===== config.mk =====
export PLATFORM = sky130hd
export DESIGN_NAME = axis_pkt_addr_gen_flat
export DESIGN_NICKNAME = d
export VERILOG_FILES = /design/src/rtl/axis_pkt_addr_gen_pkg.sv /design/src/rtl/axis_pkt_addr_gen_if.sv /design/src/rtl/axis_pkt_skid.sv /design/src/rtl/axis_pkt_addr_gen.sv /design/src/flat_wrapper.sv
export SDC_FILE = /design/constraint.sdc
export NUM_CORES = 1
export LEC_CHECK = 0
export CAP_MARGIN = 20
export CORE_AREA = 4 4 498 500
export CTS_CLUSTER_DIAMETER = 100
export DETAILED_ROUTE_END_ITERATION = 8
export DIE_AREA = 0 0 502 504
export PLACE_DENSITY = 0.33
export SLEW_MARGIN = 0
export SYNTH_ARGS = -nofsm -noshare
export SYNTH_HDL_FRONTEND = slang
export SYNTH_SLANG_ARGS = --single-unit

===== constraint.sdc =====
create_clock -name clk -period 18.1 [get_ports clk]
set_input_delay 3.62 -clock clk [delete_from_list [all_inputs] [get_ports clk]]
set_output_delay 3.62 -clock clk [all_outputs]
set_load 0.01 [all_outputs]

===== src/rtl/axis_pkt_addr_gen_pkg.sv =====
// Shared types and helpers for the packet address generator.
package axis_pkt_addr_gen_pkg;

  // Control FSM states
  typedef enum logic [1:0] {
    IDLE   = 2'd0,
    BASE   = 2'd1,
    STREAM = 2'd2,
    DONE   = 2'd3
  } state_e;

  // Widest tkeep the popcount helper accepts; callers zero-extend to this
  localparam int unsigned KEEP_MAX_WIDTH = 1024;
  // Wide enough to hold a count of 0..KEEP_MAX_WIDTH
  localparam int unsigned POP_WIDTH      = 11;

  // Number of set bits in a (zero-extended) tkeep vector
  function automatic logic [POP_WIDTH-1:0] keep_popcount(input logic [KEEP_MAX_WIDTH-1:0] keep);
    logic [POP_WIDTH-1:0] cnt;
    cnt = '0;
    for (int i = 0; i < int'(KEEP_MAX_WIDTH); i++) begin
      cnt = cnt + POP_WIDTH'(keep[i]);
    end
    return cnt;
  endfunction

endpackage


===== src/rtl/axis_pkt_addr_gen_if.sv =====
// AXI-Stream bundle used for both the input and output stream ports.
interface axis_pkt_addr_gen_if #(
  parameter int unsigned DATA_WIDTH = 512,
  parameter int unsigned KEEP_WIDTH = DATA_WIDTH / 8
) ();

  logic [DATA_WIDTH-1:0] tdata;
  logic [KEEP_WIDTH-1:0] tkeep;
  logic                  tlast;
  logic                  tvalid;
  logic                  tready;

  modport master (output tdata, output tkeep, output tlast, output tvalid, input  tready);
  modport slave  (input  tdata, input  tkeep, input  tlast, input  tvalid, output tready);

endinterface


===== src/rtl/axis_pkt_skid.sv =====
// Two-entry skid buffer for the output stream (used with AXIS_PKT_ADDR_GEN_SKID_EN).
// in_ready_o comes only from the fill level, so there is no combinational
// path from out_ready_i back to the producer.
module axis_pkt_skid #(
  parameter int unsigned WIDTH = 8
) (
  input  logic             clk,
  input  logic             rst_n,
  input  logic [WIDTH-1:0] in_data_i,
  input  logic             in_valid_i,
  output logic             in_ready_o,
  output logic [WIDTH-1:0] out_data_o,
  output logic             out_valid_o,
  input  logic             out_ready_i
);

  logic [WIDTH-1:0] mem_q [2];
  logic [1:0]       cnt_q, cnt_d;
  logic             wr_ptr_q, wr_ptr_d;
  logic             rd_ptr_q, rd_ptr_d;
  logic             push_c, pop_c;

  assign in_ready_o  = (cnt_q != 2'd2);
  assign out_valid_o = (cnt_q != 2'd0);
  assign out_data_o  = out_valid_o ? mem_q[rd_ptr_q] : '0;
  assign push_c      = in_valid_i & in_ready_o;
  assign pop_c       = out_valid_o & out_ready_i;

  // Pointer and occupancy update
  always_comb begin
    cnt_d    = cnt_q + 2'(push_c) - 2'(pop_c);
    wr_ptr_d = push_c ? ~wr_ptr_q : wr_ptr_q;
    rd_ptr_d = pop_c  ? ~rd_ptr_q : rd_ptr_q;
  end

  // Occupancy and pointer registers
  always_ff @(posedge clk or negedge rst_n) begin
    if (!rst_n) begin
      cnt_q    <= '0;
      wr_ptr_q <= 1'b0;
      rd_ptr_q <= 1'b0;
    end else begin
      cnt_q    <= cnt_d;
      wr_ptr_q <= wr_ptr_d;
      rd_ptr_q <= rd_ptr_d;
    end
  end

  // Storage entries
  always_ff @(posedge clk or negedge rst_n) begin
    if (!rst_n) begin
      mem_q[0] <= '0;
      mem_q[1] <= '0;
    end else if (push_c) begin
      mem_q[wr_ptr_q] <= in_data_i;
    end
  end

endmodule


===== src/rtl/axis_pkt_addr_gen.sv =====
// Packet address generator: takes a descriptor (addr, len), publishes the
// base address to the AXI bridge, forwards stream beats until len bytes have
// been passed, swallows the rest of the packet up to tlast, then reports
// the received byte count and a length-mismatch error.
// Optional macro AXIS_PKT_ADDR_GEN_SKID_EN registers m_axis through a
// two-entry skid buffer; otherwise m_axis is a zero-latency pass-through.
module axis_pkt_addr_gen
  import axis_pkt_addr_gen_pkg::*;
#(
  parameter int unsigned DATA_WIDTH = 512,
  parameter int unsigned KEEP_WIDTH = DATA_WIDTH / 8,
  parameter int unsigned ADDR_WIDTH = 34,
  parameter int unsigned LEN_WIDTH  = 16
) (
  input  logic                  clk,
  input  logic                  rst_n,
  input  logic [ADDR_WIDTH-1:0] s_desc_addr,
  input  logic [LEN_WIDTH-1:0]  s_desc_len,
  input  logic                  s_desc_valid,
  output logic                  s_desc_ready,
  axis_pkt_addr_gen_if.slave    s_axis,
  axis_pkt_addr_gen_if.master   m_axis,
  output logic [ADDR_WIDTH-1:0] axi_base_addr,
  output logic                  axi_base_addr_valid,
  output logic [LEN_WIDTH-1:0]  m_status_len,
  output logic                  m_status_error,
  output logic                  m_status_valid
);

  localparam int unsigned SUM_W = LEN_WIDTH + 1;

  logic [1:0]           rst_sync_q;
  logic                 rst_int_n;
  state_e               state_q, state_d;
  logic [ADDR_WIDTH-1:0] addr_q, addr_d;
  logic [LEN_WIDTH-1:0] len_q, len_d;
  logic [LEN_WIDTH-1:0] cnt_q, cnt_d;

  logic                 in_stream_c;
  logic                 desc_fire_c;
  logic                 fwd_c;
  logic                 fwd_valid_c;
  logic                 fwd_ready_c;
  logic                 accept_c;
  logic [SUM_W-1:0]     pop_c;
  logic [SUM_W-1:0]     sum_c;
  logic [LEN_WIDTH-1:0] post_c;
  logic                 last_out_c;

  // Reset synchroniser: asserts immediately, releases on a clock edge
  always_ff @(posedge clk or negedge rst_n) begin
    if (!rst_n) begin
      rst_sync_q <= 2'b00;
    end else begin
      rst_sync_q <= {rst_sync_q[0], 1'b1};
    end
  end

  assign rst_int_n = rst_sync_q[1];

  // Beat classification and saturating byte count
  assign in_stream_c = (state_q == STREAM);
  assign desc_fire_c = (state_q == IDLE) & s_desc_valid;
  assign fwd_c       = (cnt_q < len_q);
  assign pop_c       = SUM_W'(keep_popcount(KEEP_MAX_WIDTH'(s_axis.tkeep)));
  assign sum_c       = {1'b0, cnt_q} + pop_c;
  assign post_c      = sum_c[LEN_WIDTH] ? {LEN_WIDTH{1'b1}} : sum_c[LEN_WIDTH-1:0];
  assign last_out_c  = (post_c >= len_q) | s_axis.tlast;
  assign fwd_valid_c = in_stream_c & fwd_c & s_axis.tvalid;

  // Dropped beats are always consumed; forwarded beats wait for the sink
  assign s_axis.tready = in_stream_c & (fwd_c ? fwd_ready_c : 1'b1);
  assign accept_c      = s_axis.tvalid & s_axis.tready;

`ifdef AXIS_PKT_ADDR_GEN_SKID_EN
  localparam int unsigned PAY_W = DATA_WIDTH + KEEP_WIDTH + 1;

  logic [PAY_W-1:0] skid_out_c;
  logic             skid_in_ready_c;
  logic             skid_out_valid_c;

  axis_pkt_skid #(
    .WIDTH (PAY_W)
  ) u_skid (
    .clk         (clk),
    .rst_n       (rst_int_n),
    .in_data_i   ({s_axis.tdata, s_axis.tkeep, last_out_c}),
    .in_valid_i  (fwd_valid_c),
    .in_ready_o  (skid_in_ready_c),
    .out_data_o  (skid_out_c),
    .out_valid_o (skid_out_valid_c),
    .out_ready_i (m_axis.tready)
  );

  assign fwd_ready_c   = skid_in_ready_c;
  assign m_axis.tdata  = skid_out_c[PAY_W-1 -: DATA_WIDTH];
  assign m_axis.tkeep  = skid_out_c[KEEP_WIDTH:1];
  assign m_axis.tlast  = skid_out_c[0];
  assign m_axis.tvalid = skid_out_valid_c;
`else
  logic fwd_path_c;

  // Payload is zeroed whenever the beat would not be forwarded
  assign fwd_path_c    = in_stream_c & fwd_c;
  assign fwd_ready_c   = m_axis.tready;
  assign m_axis.tvalid = fwd_valid_c;
  assign m_axis.tdata  = fwd_path_c ? s_axis.tdata : '0;
  assign m_axis.tkeep  = fwd_path_c ? s_axis.tkeep : '0;
  assign m_axis.tlast  = fwd_path_c & last_out_c;
`endif

  // FSM state register
  always_ff @(posedge clk or negedge rst_int_n) begin
    if (!rst_int_n) begin
      state_q <= IDLE;
    end else begin
      state_q <= state_d;
    end
  end

  // FSM next-state logic
  always_comb begin
    state_d = state_q;
    case (state_q)
      IDLE:    if (desc_fire_c) state_d = BASE;
      BASE:    state_d = STREAM;
      STREAM:  if (accept_c && s_axis.tlast) state_d = DONE;
      DONE:    state_d = IDLE;
      default: state_d = IDLE;
    endcase
  end

  // FSM outputs decoded from the current state
  always_comb begin
    s_desc_ready        = 1'b0;
    axi_base_addr_valid = 1'b0;
    m_status_valid      = 1'b0;
    m_status_len        = '0;
    m_status_error      = 1'b0;
    case (state_q)
      IDLE:    s_desc_ready = rst_int_n;
      BASE:    axi_base_addr_valid = 1'b1;
      STREAM:  ;
      DONE: begin
        m_status_valid = 1'b1;
        m_status_len   = cnt_q;
        m_status_error = (cnt_q != len_q);
      end
      default: ;
    endcase
  end

  assign axi_base_addr = addr_q;

  // Descriptor latch and byte counter next values
  always_comb begin
    addr_d = addr_q;
    len_d  = len_q;
    cnt_d  = cnt_q;
    if (desc_fire_c) begin
      addr_d = s_desc_addr;
      len_d  = s_desc_len;
      cnt_d  = '0;
    end
    if (in_stream_c && accept_c) begin
      cnt_d = post_c;
    end
  end

  // Descriptor and counter registers
  always_ff @(posedge clk or negedge rst_int_n) begin
    if (!rst_int_n) begin
      addr_q <= '0;
      len_q  <= '0;
      cnt_q  <= '0;
    end else begin
      addr_q <= addr_d;
      len_q  <= len_d;
      cnt_q  <= cnt_d;
    end
  end

endmodule


===== src/flat_wrapper.sv =====
// flat-port wrapper written by rule: the top's interface ports become plain ports
module axis_pkt_addr_gen_flat import axis_pkt_addr_gen_pkg::*;
#(
  parameter int unsigned DATA_WIDTH = 512,
  parameter int unsigned KEEP_WIDTH = DATA_WIDTH / 8,
  parameter int unsigned ADDR_WIDTH = 34,
  parameter int unsigned LEN_WIDTH  = 16
)
  (clk, rst_n, s_desc_addr, s_desc_len, s_desc_valid, s_desc_ready, axi_base_addr, axi_base_addr_valid, m_status_len, m_status_error, m_status_valid, s_axis_tdata, s_axis_tkeep, s_axis_tlast, s_axis_tvalid, s_axis_tready, m_axis_tdata, m_axis_tkeep, m_axis_tlast, m_axis_tvalid, m_axis_tready);
  axis_pkt_addr_gen_if #(.DATA_WIDTH(DATA_WIDTH), .KEEP_WIDTH(KEEP_WIDTH)) s_axis_i ();
  axis_pkt_addr_gen_if #(.DATA_WIDTH(DATA_WIDTH), .KEEP_WIDTH(KEEP_WIDTH)) m_axis_i ();
  input  logic clk;
  input  logic rst_n;
  input  logic [ADDR_WIDTH-1:0] s_desc_addr;
  input  logic [LEN_WIDTH-1:0] s_desc_len;
  input  logic s_desc_valid;
  output logic s_desc_ready;
  output logic [ADDR_WIDTH-1:0] axi_base_addr;
  output logic axi_base_addr_valid;
  output logic [LEN_WIDTH-1:0] m_status_len;
  output logic m_status_error;
  output logic m_status_valid;
  input wire logic [$bits(s_axis_i.tdata)-1:0] s_axis_tdata;
  input wire logic [$bits(s_axis_i.tkeep)-1:0] s_axis_tkeep;
  input wire logic [$bits(s_axis_i.tlast)-1:0] s_axis_tlast;
  input wire logic [$bits(s_axis_i.tvalid)-1:0] s_axis_tvalid;
  output wire logic [$bits(s_axis_i.tready)-1:0] s_axis_tready;
  output wire logic [$bits(m_axis_i.tdata)-1:0] m_axis_tdata;
  output wire logic [$bits(m_axis_i.tkeep)-1:0] m_axis_tkeep;
  output wire logic [$bits(m_axis_i.tlast)-1:0] m_axis_tlast;
  output wire logic [$bits(m_axis_i.tvalid)-1:0] m_axis_tvalid;
  input wire logic [$bits(m_axis_i.tready)-1:0] m_axis_tready;
  assign s_axis_i.tdata = s_axis_tdata;
  assign s_axis_i.tkeep = s_axis_tkeep;
  assign s_axis_i.tlast = s_axis_tlast;
  assign s_axis_i.tvalid = s_axis_tvalid;
  assign s_axis_tready = s_axis_i.tready;
  assign m_axis_tdata = m_axis_i.tdata;
  assign m_axis_tkeep = m_axis_i.tkeep;
  assign m_axis_tlast = m_axis_i.tlast;
  assign m_axis_tvalid = m_axis_i.tvalid;
  assign m_axis_i.tready = m_axis_tready;
  axis_pkt_addr_gen #(.DATA_WIDTH(DATA_WIDTH), .KEEP_WIDTH(KEEP_WIDTH), .ADDR_WIDTH(ADDR_WIDTH), .LEN_WIDTH(LEN_WIDTH)) u_core (.clk(clk), .rst_n(rst_n), .s_desc_addr(s_desc_addr), .s_desc_len(s_desc_len), .s_desc_valid(s_desc_valid), .s_desc_ready(s_desc_ready), .s_axis(s_axis_i), .m_axis(m_axis_i), .axi_base_addr(axi_base_addr), .axi_base_addr_valid(axi_base_addr_valid), .m_status_len(m_status_len), .m_status_error(m_status_error), .m_status_valid(m_status_valid));
endmodule

==> impl_metrics.py <==
metrics = {
    "outcome": {
        "status": "completed",
    },
    "floorplan": {
        "dieWidth_um": 502,
        "initial_core_util": 0.0406,
        "io_pins": 1265,
        "die_h_um": 504,
        "fp.coreArea_um2": 243000,
        "dieArea_um2": 253000,
        "std_cell_rows": 181,
    },
    "worst_setup_path": {
        "worstSetupPathType": "input port to output port",
        "r2r_end": "u_core.cnt_q[13]",
        "r2r.worst_path.cells": 7,
        "cp.buffers_inverters": 4,
        "slowest_stage": "fa_1",
        "max_stage_delay_ps": 830,
        "required_ps": 14480,
        "worstSetupEndpointType": "output port",
        "critPathLaunchType": "input port",
        "cp.arrival_ps": 13700,
        "cpLargestDelayFamily": "adder cells",
        "critPathMaxFanout": 6,
        "rrSetupSlack_ps": 14900,
        "cpMostUsedCell": "fa_1",
        "r2r_start": "u_core.cnt_q[12]",
    },
    "sta": {
        "setup_viol_count_final": 0,
        "min_period_over_period": 0.957,
        "hold_viol_final": 0,
        "maxSlewViolCount": 0,
        "slew_headroom": 0.204,
        "tightest_slew_ps": 1190,
        "fin_crit_ps": 17320,
        "clock_skew_ps": 24.2,
        "finalSetupTns_ps": 0,
        "fmax_ghz": 0.0578,
        "rsz0062_at_grt": "false",
    },
    "synthesis": {
        "synth_fp_nets": 1998,
        "yosysSeqAreaShare": 0.178,
        "synthCells": 1251,
        "synth_edf_count": 0,
        "synthFlopType": "dfrtp_1",
        "yosysUniqueCellTypes": 50,
        "async_reset_ff_frac": 1.00,
        "postSynthRegisterBits": 70,
        "synth_area_um2": 9860,
        "yosys_warnings": 0,
        "avgSynthCellArea_um2": 7.89,
    },
    "clock_network": {
        "clk_latency_ps": 400,
        "root_buffer": "clkbuf_16",
        "clkSinkCount": 70,
        "clk_pin_slew_ps": 80,
        "htreeDepth": 3,
        "cts_buffers": 9,
        "clock_path_buffers": 2,
        "cts_resized": 0,
        "cts_setup_buffers": 0,
        "cts_tree": "done",
        "ctsHoldBuffers": 0,
    },
    "worst_hold_path": {
        "hold_path.class": "register to asynchronous set/reset pin",
    },
    "flow_run": {
        "drv_cap": 0,
    },
    "drt": {
        "ant_nets": 0,
        "firstDrtPassIters": 5,
        "drt-initial-drc-count": 768,
        "postRouteWirelength_um": 200000,
        "viasPerCell": 2.82,
        "drc": 0,
        "wl_per_cell_um": 35.4,
        "vias": 15926,
    },
    "finish": {
        "area_growth_pct": 170,
        "fillerInstances": 28092,
        "final_layout_size_suffix_gt1_frac": 0.0440,
        "num-nets-final": 3152,
        "fin_util": 0.110,
        "seq_area_um2": 1760,
        "multiInputGateArea_um2": 7200,
    },
    "grt": {
        "overflow": 0,
        "antenna_found_initial": 270,
        "track_usage": 0.151,
        "grt_pass1_vias": 16332,
        "grt_max_degree": 177,
        "grt_pass1_wl_um": 238000,
    },
    "power": {
        "intPower_mw": 2.71,
        "total_power_mw": 5.91,
        "switching_share": 0.542,
        "comb_power_share": 0.917,
        "vdd_drop_max_mv": 0.662,
        "powerDensity_nw_per_um2": 222,
        "seqPwrFrac": 0.047,
        "p_leak_nw": 11.2,
        "p_sw_mw": 3.20,
        "clkPwrFrac": 0.036,
    },
    "placement": {
        "routabilityCongestion": 0.906,
        "port_buffers": 1264,
        "dp_hpwl_um": 185000,
    },
}
-- stage by stage --
stage          area (um^2)  setup slack [ps]  cells  hold WS, ps
2_1_floorplan         9860              2640   1251          331
3_3_place_gp         26200               764   5595          334
3_5_place_dp         26200               762   5595          341
4_1_cts              26500               727   5611          360
5_1_grt              26500               259   5614          373
6_report             26600               784   5655          311
-- power groups by stage --
stage / combinational (mW) / sequential [mW] / clock, mW
finish: 5.42 / 0.275 / 0.214
global route: 6.12 / 0.285 / 0.232
CTS: 5.58 / 0.278 / 0.232
detailed placement: 5.53 / 0.280 / 0
global placement: 5.57 / 0.279 / 0
floorplan: 3.02 / 0.277 / 0
-- flip-flops by register name, summed over array words and instances, names as in the netlist --
register / flops
u_core.axi_base_addr: 34
u_core.cnt_q: 16
u_core.len_q: 16
u_core.rst_sync_q: 2
u_core.state_q: 2
-- logic make-up after synthesis --
logic type,count (synthesis),synth area share
xor gates and xnor gates,12,0.0107
muxes,53,0.0604
DFF,70,0.178
buffers and inverters,252,0.0972
adders and majority gates,115,0.188
other,1,0.000380
and+or+nand+nor,659,0.403
AOI/OAI and AO/OA,89,0.0628
-- routing by layer --
| layer | up-vias | routed length, um | track usage |
|---|---|---|---|
| li1 | 6714 | - | - |
| met1 | 7588 | 79000 | 0.173 |
| met2 | 1098 | 90700 | 0.250 |
| met3 | 332 | 27100 | 0.0920 |
| met4 | 194 | 2280 | 0.0120 |
| met5 | - | 1210 | 0 |
-- cell usage after synthesis, types with 18 or more instances --
master / instances / area [um^2]
dfrtp_1: 70 / 1750
ha_1: 60 / 751
and3_1: 546 / 3420
fa_1: 55 / 1100
clkbuf_1: 127 / 477
a21oi_1: 25 / 125
inv_1: 113 / 424
and2_1: 21 / 131
a21o_1: 18 / 135
mux2_2: 51 / 574
nand2_1: 18 / 67.6
nor2_1: 45 / 169
-- final cells by class --
type	count	area share
clock buffer	9	0.00846
multi-input combinational	929	0.270
tap	3202	0.150
antenna	43	0.00404
inverter	113	0.0159
clock inverter	7	0.00329
timing repair buffer	1282	0.482
sequential	70	0.0659
-- cells in the final DEF, fill, tap and decap left out, types with 3 or more instances in the layout --
cell type | Yosys | layout
nand2_1 | 18 | 17
buf_4 | 1 | 16
nor2_1 | 45 | 42
nor2_2 | 0 | 3
o211ai_1 | 3 | 3
a211oi_1 | 3 | 3
inv_1 | 113 | 113
clkbuf_16 | 0 | 9
fa_1 | 55 | 55
nand2b_1 | 3 | 3
nor3_1 | 5 | 5
xnor2_1 | 7 | 7
o21bai_1 | 3 | 3
a31o_2 | 7 | 7
and2_1 | 21 | 21
ha_1 | 60 | 59
inv_8 | 0 | 3
a21oi_1 | 25 | 25
a311oi_1 | 3 | 3
nand4_1 | 3 | 3
diode_2 | 0 | 43
and3_1 | 546 | 546
a31oi_1 | 4 | 4
xor2_1 | 5 | 5
nor2b_1 | 4 | 4
a21o_1 | 18 | 18
o21ai_0 | 7 | 7
clkdlybuf4s50_1 | 0 | 1264
dfrtp_1 | 70 | 69
mux2_2 | 51 | 51
nand3_1 | 6 | 6
-- worst max path at each step --
stage                          startpoint            to  slack [ps]  cells after the start
after floorplan           s_axis_tkeep[0]  m_axis_tlast        2640                     31
after CTS                 s_axis_tkeep[0]  m_axis_tlast         730                     30
after global placement    s_axis_tkeep[0]  m_axis_tlast         760                     30
after detailed placement  s_axis_tkeep[0]  m_axis_tlast         760                     30
final                     s_axis_tkeep[0]  m_axis_tlast         780                     30
after global routing      s_axis_tkeep[0]  m_axis_tlast         260                     30
Note: power is estimated with default switching activity, not from simulation.
